**src/rtl/bin2bcd_seq_if.sv**
```systemverilog
// Start/Done handshake and registered result bus of the sequential binary-to-BCD converter.
// The requester drives start/bin; the converter returns busy/done and the BCD result.
interface bin2bcd_seq_if #(
  parameter int WIDTH  = 8,
  parameter int DIGITS = 3
);
  logic                  start;
  logic [WIDTH-1:0]      bin;
  logic                  busy;
  logic                  done;
  logic [4*DIGITS-1:0]   bcd;
  logic                  overflow;
  logic [DIGITS-1:0]     blank;

  modport master (
    output start, bin,
    input  busy, done, bcd, overflow, blank
  );

  modport slave (
    input  start, bin,
    output busy, done, bcd, overflow, blank
  );
endinterface

```
**src/rtl/bin2bcd_seq.sv**
```systemverilog
// Double-dabble binary-to-BCD converter, one input bit per clock; Start->Done latency WIDTH+1 clocks.
// No backpressure: start is only honoured when not busy (IDLE or the one-cycle DONE state).
module bin2bcd_seq #(
  parameter int WIDTH  = 8,
  parameter int DIGITS = 3
) (
  input  logic         clk_i,
  input  logic         rst_i,
  bin2bcd_seq_if.slave conv_if
);
  localparam int CW = (WIDTH > 1) ? $clog2(WIDTH) : 1;
  localparam int BW = 4 * DIGITS;
  localparam logic [CW-1:0]     LAST      = CW'(WIDTH - 1);
  localparam logic [DIGITS-1:0] BLANK_RST = ~DIGITS'(1);

  typedef enum logic [1:0] {IDLE, SHIFT, DONE} state_t;

  state_t            state_q, state_d;
  logic [WIDTH-1:0]  bin_sr_q, bin_sr_d;
  logic [BW-1:0]     bcd_sr_q, bcd_sr_d;
  logic              ovf_acc_q, ovf_acc_d;
  logic [CW-1:0]     cnt_q, cnt_d;
  logic [BW-1:0]     bcd_q, bcd_d;
  logic              ovf_q, ovf_d;
  logic [DIGITS-1:0] blank_q, blank_d;

  logic [BW-1:0]     adj;
  logic [BW-1:0]     bcd_shift;
  logic              carry;
  logic              ovf_next;
  logic              all_zero;
  logic [DIGITS-1:0] blank_next;

  // One double-dabble step: add-3 on every digit in parallel, then shift.
  always_comb begin
    adj = bcd_sr_q;
    for (int i = 0; i < DIGITS; i++) begin
      if (bcd_sr_q[4*i +: 4] >= 4'd5) begin
        adj[4*i +: 4] = bcd_sr_q[4*i +: 4] + 4'd3;
      end
    end
    carry     = adj[BW-1];
    bcd_shift = {adj[BW-2:0], bin_sr_q[WIDTH-1]};
    ovf_next  = ovf_acc_q | carry;

    // Leading-zero mask scans down from the top digit; an overflowed value shows every digit.
    blank_next = '0;
    all_zero   = 1'b1;
    for (int i = DIGITS - 1; i >= 1; i--) begin
      all_zero      = all_zero & (bcd_shift[4*i +: 4] == 4'd0);
      blank_next[i] = all_zero & ~ovf_next;
    end
  end

  always_comb begin
    state_d   = state_q;
    bin_sr_d  = bin_sr_q;
    bcd_sr_d  = bcd_sr_q;
    ovf_acc_d = ovf_acc_q;
    cnt_d     = cnt_q;
    bcd_d     = bcd_q;
    ovf_d     = ovf_q;
    blank_d   = blank_q;
    case (state_q)
      SHIFT: begin
        bin_sr_d  = bin_sr_q << 1;
        bcd_sr_d  = bcd_shift;
        ovf_acc_d = ovf_next;
        cnt_d     = cnt_q + CW'(1);
        if (cnt_q == LAST) begin
          state_d = DONE;
          bcd_d   = bcd_shift;
          ovf_d   = ovf_next;
          blank_d = blank_next;
        end
      end
      default: begin
        state_d = IDLE;
        if (conv_if.start) begin
          state_d   = SHIFT;
          bin_sr_d  = conv_if.bin;
          bcd_sr_d  = '0;
          ovf_acc_d = 1'b0;
          cnt_d     = '0;
        end
      end
    endcase
  end

  always_ff @(posedge clk_i or posedge rst_i) begin
    if (rst_i) begin
      state_q   <= IDLE;
      bin_sr_q  <= '0;
      bcd_sr_q  <= '0;
      ovf_acc_q <= 1'b0;
      cnt_q     <= '0;
      bcd_q     <= '0;
      ovf_q     <= 1'b0;
      blank_q   <= BLANK_RST;
    end else begin
      state_q   <= state_d;
      bin_sr_q  <= bin_sr_d;
      bcd_sr_q  <= bcd_sr_d;
      ovf_acc_q <= ovf_acc_d;
      cnt_q     <= cnt_d;
      bcd_q     <= bcd_d;
      ovf_q     <= ovf_d;
      blank_q   <= blank_d;
    end
  end

  assign conv_if.busy     = (state_q == SHIFT);
  assign conv_if.done     = (state_q == DONE);
  assign conv_if.bcd      = bcd_q;
  assign conv_if.overflow = ovf_q;
  assign conv_if.blank    = blank_q;
endmodule
```
**src/flat_wrapper.sv**
```systemverilog
// flat-port wrapper written by rule: the top's interface ports become plain ports
module bin2bcd_seq_flat 
#(
  parameter int WIDTH  = 8,
  parameter int DIGITS = 3
)
  (clk_i, rst_i, conv_if_start, conv_if_bin, conv_if_busy, conv_if_done, conv_if_bcd, conv_if_overflow, conv_if_blank);
  bin2bcd_seq_if #(.WIDTH(WIDTH), .DIGITS(DIGITS)) conv_if_i ();
  input  logic clk_i;
  input  logic rst_i;
  input wire logic [$bits(conv_if_i.start)-1:0] conv_if_start;
  input wire logic [$bits(conv_if_i.bin)-1:0] conv_if_bin;
  output wire logic [$bits(conv_if_i.busy)-1:0] conv_if_busy;
  output wire logic [$bits(conv_if_i.done)-1:0] conv_if_done;
  output wire logic [$bits(conv_if_i.bcd)-1:0] conv_if_bcd;
  output wire logic [$bits(conv_if_i.overflow)-1:0] conv_if_overflow;
  output wire logic [$bits(conv_if_i.blank)-1:0] conv_if_blank;
  assign conv_if_i.start = conv_if_start;
  assign conv_if_i.bin = conv_if_bin;
  assign conv_if_busy = conv_if_i.busy;
  assign conv_if_done = conv_if_i.done;
  assign conv_if_bcd = conv_if_i.bcd;
  assign conv_if_overflow = conv_if_i.overflow;
  assign conv_if_blank = conv_if_i.blank;
  bin2bcd_seq #(.WIDTH(WIDTH), .DIGITS(DIGITS)) u_core (.clk_i(clk_i), .rst_i(rst_i), .conv_if(conv_if_i));
endmodule
```
**config.mk**
```make
export PLATFORM = sky130hd
export DESIGN_NAME = bin2bcd_seq_flat
export DESIGN_NICKNAME = d
export VERILOG_FILES = /design/src/rtl/bin2bcd_seq_if.sv /design/src/rtl/bin2bcd_seq.sv /design/src/flat_wrapper.sv
export SDC_FILE = /design/constraint.sdc
export NUM_CORES = 1
export LEC_CHECK = 0
export CORE_MARGIN = 2
export CORE_UTILIZATION = 62
export DETAILED_ROUTE_END_ITERATION = 12
export DONT_BUFFER_PORTS = 1
export GPL_ROUTABILITY_DRIVEN = 0
export GPL_TIMING_DRIVEN = 0
export PLACE_DENSITY = 0.88
export SYNTH_ARGS = -nofsm -noshare
export SYNTH_HDL_FRONTEND = slang
export SYNTH_SLANG_ARGS = --single-unit
```
**constraint.sdc**
```tcl
create_clock -name clk_i -period 2.15 [get_ports clk_i]
set_input_delay 0.215 -clock clk_i [delete_from_list [all_inputs] [get_ports clk_i]]
set_output_delay 0.215 -clock clk_i [all_outputs]
set_load 0.01 [all_outputs]
```
=== Yosys cells after proc, flatten, opt, wreduce, memory -nomap -nowiden ===
Cells that the tools add are included.

* Register bits: 41
* Output and inout bits: 18
* Logic and storage cells: 42

* Add/sub/neg operators: 4
* Magnitude comparators: 3
* Eq/ne operators: 4
* Muxes and demuxes: 14
* Bitwise operators: 5
* Reductions and logical operators: 4

{| class="wikitable"
|+ Operator list
! operator !! count
|-
| $mux 12 || 2
|-
| $mux 8 || 2
|-
| $add 4x2->4 const B || 3
|-
| $ge 4x3->1 const B || 3
|-
| $mux 4 || 3
|-
| $logic_not 4->1 || 2
|-
| $mux 3 || 2
|-
| $mux 2 || 2
|-
| $add 3x1->3 const B || 1
|-
| $and 1x1->1 || 3
|-
| $eq 3x3->1 const B || 1
|-
| $mux 1 || 3
|-
| $eq 2x1->1 const B || 1
|-
| $eq 2x2->1 const B || 1
|-
| $ne 2x1->1 const B || 1
|-
| $reduce_and 2->1 || 1
|-
| $reduce_bool 2->1 || 1
|-
| $not 1->1 || 1
|-
| $or 1x1->1 || 1
|}

=== Longest topological paths before layout ===
Gate-level depths: netlist of run 1.

* Depth in word-level cells: 5
* Mapped depth: 7

=== Worst setup path after synthesis of run 1 ===
OpenSTA, ideal clock, no wires.

* Kind: register -> register
* Start: register u_core.bcd_sr_q[0]
* End: register u_core.bcd_sr_q[2]
* Data arrival time: 1413 ps
* Required time: 2067 ps
* Path slack: 654 ps
* Cell stages (with the launch flop): 7
* Period minus slack after synthesis: 1496 ps
* Cell sequence: dfrtp_1 -> inv_1 -> ha_1 -> nand2b_1 -> a21oi_1 -> mux2_2 -> o21ai_0

* Longest elaborated chain between the ends: 3

{| class="wikitable"
|+ Ends and longest elaborated chain
! item !! RTL line !! RTL
|-
| start: declaration || bin2bcd_seq.sv:20 || <nowiki>logic [BW-1:0] bcd_sr_q, bcd_sr_d;</nowiki>
|-
| start signal: assignment || bin2bcd_seq.sv:103 || <nowiki>bcd_sr_q <= bcd_sr_d;</nowiki>
|-
| $add 4x2->4 or $ge 4x3->1 (tied branches) || bin2bcd_seq.sv:39, bin2bcd_seq.sv:38 ||
|-
| $mux 4 * || bin2bcd_seq.sv:38 || <nowiki>if (bcd_sr_q[4*i +: 4] >= 4'd5) begin</nowiki>
|-
| $mux 12 * || bin2bcd_seq.sv:64 || <nowiki>case (state_q)</nowiki>
|}

Mark *: on every way between the ends. The rest lies on a longest branch, timed or not.
A chain may end at the register's enable or synchronous reset.

=== Final worst setup path of run 1 ===
Ends and elaborated chain as after synthesis.

==> results.ini, run 1 <==
[yosys]
syn_nets=216
synth_most_common_cell=dfrtp_1
yosysWarnings=0
synth_edf_count=0
ys_seq_area_frac=0.526
synth-main-ff-cell=dfrtp_1
synth_top_cell_by_area=dfrtp_1
synth_compound_gate_area_share=0.141
synth_seq_cells=41
avgSynthCellArea_um2=9.92
netlist_instances=197
yosys.area.top_type_share=0.499
synth.area.top_cells=dfrtp_1 (50%), o21ai_0 (7.7%), nand2_1 (6.5%)
synth-simple-area-share=0.165
synthArstFlopShare=1.00
synth.distinct_cells=36
synth_common_cells=dfrtp_1 (39), nand2_1 (34), o21ai_0 (30)
synth_area_um2=1950
synthXorXnorAreaFrac=0.0134
synth_mux_area_frac=0.0602
synth_top_family_by_area=simple AND/OR/NAND/NOR gates
synth_fa_ha_area_frac=0.0512

[clock_network]
cts_root_buf=clkbuf_4
cts_tree=yes
cts_buffers=5
postCtsSetupRepairBufs=0
htree_levels=2
clk_pin_slew_ns=0.12
clock_latency_ns=0.35
clkSinkCount=41
ctsLongestPathBuffers=2

[timing]
tightestPinTransition_ns=0.817
rsz0062_at_grt=no
final-setup-viol-count=0
slew_headroom=0.455
fmax_mhz=562
fin_tns_setup_ns=0
finalMaxSlewViolations=0
period_share=0.827
finalHoldViolCount=0
skew_ns=0.0116
fin_crit_ns=1.78

[worst_setup_path]
r2r-end=u_core.bcd_sr_q[2]$_DFFE_PP0P_
worstPathMaxFanout=4
cp.arrival_ns=2.06
rrSetupSlack_ns=0.37
reg2reg_from=u_core.bcd_sr_q[0]$_DFFE_PP0P_
cpMaxStageDelayCell=dfrtp_1
end_kind=flop
critPathMaxStageDelay_ns=0.42
critical_path.startpoint=u_core.bcd_sr_q[0]$_DFFE_PP0P_
reg2regPathDepth=6
cp-start-kind=flop
cp.required_ns=2.43
crit_chain=inv_1 -> ha_1 -> nand2b_1 -> a21oi_1 -> mux2_2 -> o21ai_0
crit_end=u_core.bcd_sr_q[2]$_DFFE_PP0P_
critPathKind=flop to flop

[run]
max_cap_violations=0

[drt]
drcViolationCount=0
via_per_inst=5.85
dr.first_iter.drc_count=105
routed_wl_mm=3.78
wl_per_cell_um=15.1
vias=1462
drtAntennaViolNets=0
drt_pass1_iterations=4

[place]
dp_hpwl_mm=2.79
dpl-instance-area_um2=2010
io_buffers=0

[floorplan]
core_area_um2=3030
initial_core_util=0.645
pin_count=29
die_h_um=60.1
die_w_um=60.1
dieArea_um2=3620
rows=20

[grt]
grt-ovfl-total=0
grt_usage=0.245
antenna_found_initial=0
grt_max_degree=42
grt_pass1_vias=1475
grt_pass1_wl_mm=6.55

[cells_and_area]
n_antenna_cell=0
num-nets-final=224
areaGrowthSynthToFinish_pct=7.68
stdcell_area_um2=2100
drive_above_1_share=0.117
fillers=245
regArea_um2=1030
multi_input_area_um2=845

[hold_path]
hp-class=input pin to flop

[power]
ir_worst_vdd_uv=748
p_leak_nw=0.962
pwr_density_cell_nw_per_um2=1500

[status]
status=complete, no violations

-- cell usage in the layout (no fill, tap or decap), types with 3 or more instances in the layout --
master	netlist	layout
nand2_1	34	34
buf_2	5	5
ha_1	8	8
mux2i_1	8	8
o21ai_0	30	30
nor3b_1	3	3
inv_1	8	7
clkbuf_4	0	5
a21oi_1	5	5
clkbuf_1	4	5
or3_1	5	5
dfrtp_1	39	39
o21ai_1	5	5
xnor2_1	3	3
nor2_1	5	5
nand2b_1	4	4
nand3b_1	5	5
nand4_1	3	3
-- through the flow --
step / power, W / setup WS [ns] / std cells / hold slack (ns) / utilization
finish: 0.00316 / 0.371 / 250 / 0.0237 / 0.695
global route: 0.00343 / 0.257 / 250 / 0.0500 / 0.695
CTS: 0.00316 / 0.416 / 250 / 0.0291 / 0.695
detailed placement: 0.00264 / 0.442 / 241 / 0.306 / 0.664
global placement: 0.00253 / 0.550 / 241 / 0.378 / 0.664
floorplan: 0.00231 / 0.654 / 197 / 0.371 / -
-- critical path: cells and delay by family, from the launching register on --
| family | cells | cell delay, ns |
|---|---|---|
| buffers and inverters | 1 | 0.12 |
| adders and majority gates | 1 | 0.24 |
| and+or+nand+nor | 1 | 0.10 |
| DFF | 1 | 0.42 |
| AOI/OAI and AO/OA | 2 | 0.43 |
| muxes | 1 | 0.39 |
-- what timing repair did --
item,CTS,global route
hold buffers,1,0
endpoints found under the hold margin,39,0
gates resized for setup,0,0
-- cell type report --
| type | count | area share |
|---|---|---|
| clock buffers | 7 | 0.0262 |
| well taps | 44 | 0.0262 |
| repair buffers | 1 | 0.00476 |
| multi-input cells | 137 | 0.401 |
| flip-flops and latches | 41 | 0.489 |
| plain buffers | 10 | 0.0226 |
| inverters | 9 | 0.0161 |
| clock inverters | 1 | 0.0143 |
-- sequential cells by signal (all words and copies together) (netlist names) --
name,count
u_core.conv_if.blank,2
u_core.state_q,2
u_core.conv_if.bcd,12
u_core.bcd_sr_q,12
u_core.conv_if.overflow,1
u_core.cnt_q,3
u_core.ovf_acc_q,1
u_core.bin_sr_q,8
-- routing by layer --
metal	GRT usage	part of all wire	vias up
met5	0	0	-
met4	0.0857	0.020	0
met3	0.0758	0.060	10
met2	0.407	0.51	48
met1	0.300	0.41	716
li1	-	-	688
-- how the worst min path moves through the flow --
stage,from,to,cells after the start
floorplan,conv_if_bin[0],u_core.bin_sr_q[0]$_DFFE_PP0P_,2
global placement,conv_if_bin[0],u_core.bin_sr_q[0]$_DFFE_PP0P_,2
detailed placement,rst_i,u_core.bin_sr_q[0]$_DFFE_PP0P_,1
CTS,conv_if_bin[0],u_core.bin_sr_q[0]$_DFFE_PP0P_,2
global route,conv_if_bin[0],u_core.bin_sr_q[0]$_DFFE_PP0P_,2
finish,conv_if_bin[0],u_core.bin_sr_q[0]$_DFFE_PP0P_,2
-- power by group --
group          leakage (nW)  internal (W)  switching (W)
clock network        0.0455      0.000278       0.000244
logic                 0.406      0.000490       0.000741
registers             0.511       0.00110       0.000303
total                 0.962       0.00187        0.00129
-- cell families after synthesis --
| logic type | count (synthesis) |
|---|---|
| multiplexers | 11 |
| AND/OR/NAND/NOR | 65 |
| buffers and inverters | 19 |
| AO/OA/AOI/OAI | 49 |
| other | 1 |
| XOR/XNOR | 3 |
| adder cells (fa/ha/maj) | 8 |
| flip-flops | 41 |
No activity file was read; power rests on OpenSTA's default activity.
==> inputs of run 2 (changes only) <==
--- a/config.mk
+++ b/config.mk
@@ -6,12 +6,12 @@
 export NUM_CORES = 1
 export LEC_CHECK = 0
 export CORE_MARGIN = 2
-export CORE_UTILIZATION = 62
+export CORE_UTILIZATION = 56
 export DETAILED_ROUTE_END_ITERATION = 12
 export DONT_BUFFER_PORTS = 1
 export GPL_ROUTABILITY_DRIVEN = 0
 export GPL_TIMING_DRIVEN = 0
-export PLACE_DENSITY = 0.88
+export PLACE_DENSITY = 0.84
 export SYNTH_ARGS = -nofsm -noshare
 export SYNTH_HDL_FRONTEND = slang
 export SYNTH_SLANG_ARGS = --single-unit
==> constraint.sdc (replaced) <==
create_clock -name clk_i -period 1.5 [get_ports clk_i]
set_input_delay 0.15 -clock clk_i [delete_from_list [all_inputs] [get_ports clk_i]]
set_output_delay 0.15 -clock clk_i [all_outputs]
set_load 0.01 [all_outputs]
==> results.ini, run 2 (same netlist as run 1, synthesis figures left out) <==
[status]
status=complete, but fails checks
violations=setup timing

[timing]
final-setup-viol-count=2  ; +2
fin_crit_ns=1.56  ; -0.217 ns
period_share=1.04  ; +0.214
slew_headroom=0.448  ; -0.00671
fmax_mhz=641  ; +14%
finalMaxSlewViolations=0  ; unchanged
fin_tns_setup_ns=-0.0914  ; -0.0914 ns
skew_ns=0.0121  ; +0.000443 ns
finalHoldViolCount=0  ; unchanged
rsz0062_at_grt=yes
tightestPinTransition_ns=0.827  ; +0.0101 ns
fin_ws_ns=-0.0612  ; -0.433 ns
hold_slack_ns=0.00793  ; -0.0158 ns

[cells_and_area]
drive_above_1_share=0.253  ; +0.137
fillers=272  ; +11%
final_cell_mix=dfrtp_1 (39), nand2_1 (33), o21ai_0 (25)
num-nets-final=235  ; +4.9%
n_antenna_cell=0  ; unchanged
regArea_um2=1030  ; unchanged
final_common_cell=dfrtp_1
final_cell_count_no_fill=263  ; +5.2%
areaGrowthSynthToFinish_pct=19.9
multi_input_area_um2=998  ; +18%

[drt]
dr.first_iter.drc_count=71  ; -32%
drcViolationCount=0  ; unchanged
vias=1440  ; -1.5%
drtAntennaViolNets=0  ; unchanged
drt_pass1_iterations=4  ; unchanged
wl_per_cell_um=15.4  ; +1.7%
via_per_inst=5.48  ; -6.4%
routed_wl_mm=4.04  ; +7.0%

[floorplan]
die_w_um=63.1  ; +4.9%
initial_core_util=0.586  ; -0.0598
die_h_um=63.1  ; +4.9%
pin_count=29  ; unchanged
dieArea_um2=3980  ; +10%
rows=21  ; +5.0%
core_area_um2=3340  ; +10%

[worst_setup_path]
worstPathMaxFanout=4  ; unchanged
cp.required_ns=1.79  ; -0.64 ns
cp.arrival_ns=1.85  ; -0.21 ns
end_kind=flop
critPathKind=flop to flop
rrSetupSlack_ns=-0.06  ; -0.43 ns
cp-start-kind=flop

[power]
p_total_w=0.00497  ; +57%
ir_worst_vdd_uv=1030  ; +38%
pwr_density_cell_nw_per_um2=2120  ; +41%
p_leak_nw=1.05  ; +8.8%

[clock_network]
cts_buffers=5  ; unchanged
cts_tree=yes
clkSinkCount=41  ; unchanged
clock_latency_ns=0.36  ; about the same
ctsLongestPathBuffers=2  ; unchanged
htree_levels=2  ; unchanged
cts_root_buf=clkbuf_4
clk_pin_slew_ns=0.12  ; about the same

[grt]
antenna_found_initial=0  ; unchanged
grt_usage=0.226  ; -0.0190
grt-ovfl-total=0  ; unchanged
grt_max_degree=42  ; unchanged
grt_pass1_vias=1472  ; -0.20%
grt_pass1_wl_mm=6.84  ; +4.5%

[hold_path]
hp-class=input pin to flop

[place]
io_buffers=0  ; unchanged
dp_hpwl_mm=2.70  ; -3.4%
dpl.cell_count=243  ; +0.83%
place_ws_ns=-0.168  ; -0.610 ns

[run]
max_cap_violations=0  ; unchanged

-- run 2: changes by cell type in the layout (fill, tap and decap cells not counted), moves of 5 or more --
cell,previous run,this run
o21ai_0,30,25
buf_4,1,8
inv_1,7,1
inv_2,2,8
dlygate4sd3_1,1,6
-- run 2: area by class of cell --
cell class,count,area share
inverters,9,0.0144
multi-input cells,137,0.426
clock inverters,1,0.00214
repair buffers,12,0.0448
clock buffers,7,0.0192
well taps,46,0.0246
flip-flops and latches,41,0.439
plain buffers,10,0.0299
-- run 2: path summary, 6_finish.rpt --
check / depth (start not counted) / end / start
min reg2reg: 2 / u_core.conv_if.blank[2]$_DFFE_PP1P_ / u_core.conv_if.blank[2]$_DFFE_PP1P_
min: 2 / u_core.state_q[0]$_DFFE_PP0P_ / conv_if_start
max reg2reg: 7 / u_core.conv_if.blank[1]$_DFFE_PP1P_ / u_core.bcd_sr_q[9]$_DFFE_PP0P_
max in group asynchronous: 2 / u_core.conv_if.bcd[9]$_DFFE_PP0P_ / rst_i
min in group asynchronous: 2 / u_core.bcd_sr_q[1]$_DFFE_PP0P_ / rst_i
max: 7 / u_core.conv_if.blank[1]$_DFFE_PP1P_ / u_core.bcd_sr_q[9]$_DFFE_PP0P_
-- run 2: power by group --
part	switching, W	internal, W
clock	0.000350	0.000183
combinational	0.00124	0.00113
sequential	0.000486	0.00158
total	0.00207	0.00289
-- run 2: critical path, cell delays in order, from the launching register on --
cell      delay [ns]
dfrtp_1         0.39
inv_2           0.08
ha_1            0.19
nand2b_4        0.15
a21oi_4         0.17
mux2_4          0.34
nand4_1         0.11
o21ai_1         0.09
-- run 2: stage by stage --
stage	instance area, um^2	utilization
6_report	2340	0.702
4_1_cts	2240	0.672
3_3_place_gp	2010	0.603
2_1_floorplan	1950	-
5_1_grt	2340	0.702
3_5_place_dp	2010	0.603
-- run 2: metal layers --
| metal | GRT usage | vias up | part of all wire |
|---|---|---|---|
| li1 | - | 711 | - |
| met1 | 0.271 | 690 | 0.43 |
| met2 | 0.396 | 31 | 0.52 |
| met3 | 0.0554 | 8 | 0.038 |
| met4 | 0.0778 | 0 | 0.018 |
| met5 | 0 | - | 0 |
-- run 2: timing repair --
| item | CTS | global route |
|---|---|---|
| buffers inserted | 2 | 4 |
| endpoints found under the setup margin | 19 | 25 |
| gates resized for setup | 28 | 21 |
| pin swaps | 8 | 6 |
| hold buffers | 6 | 0 |
| endpoints found under the hold margin | 44 | 0 |
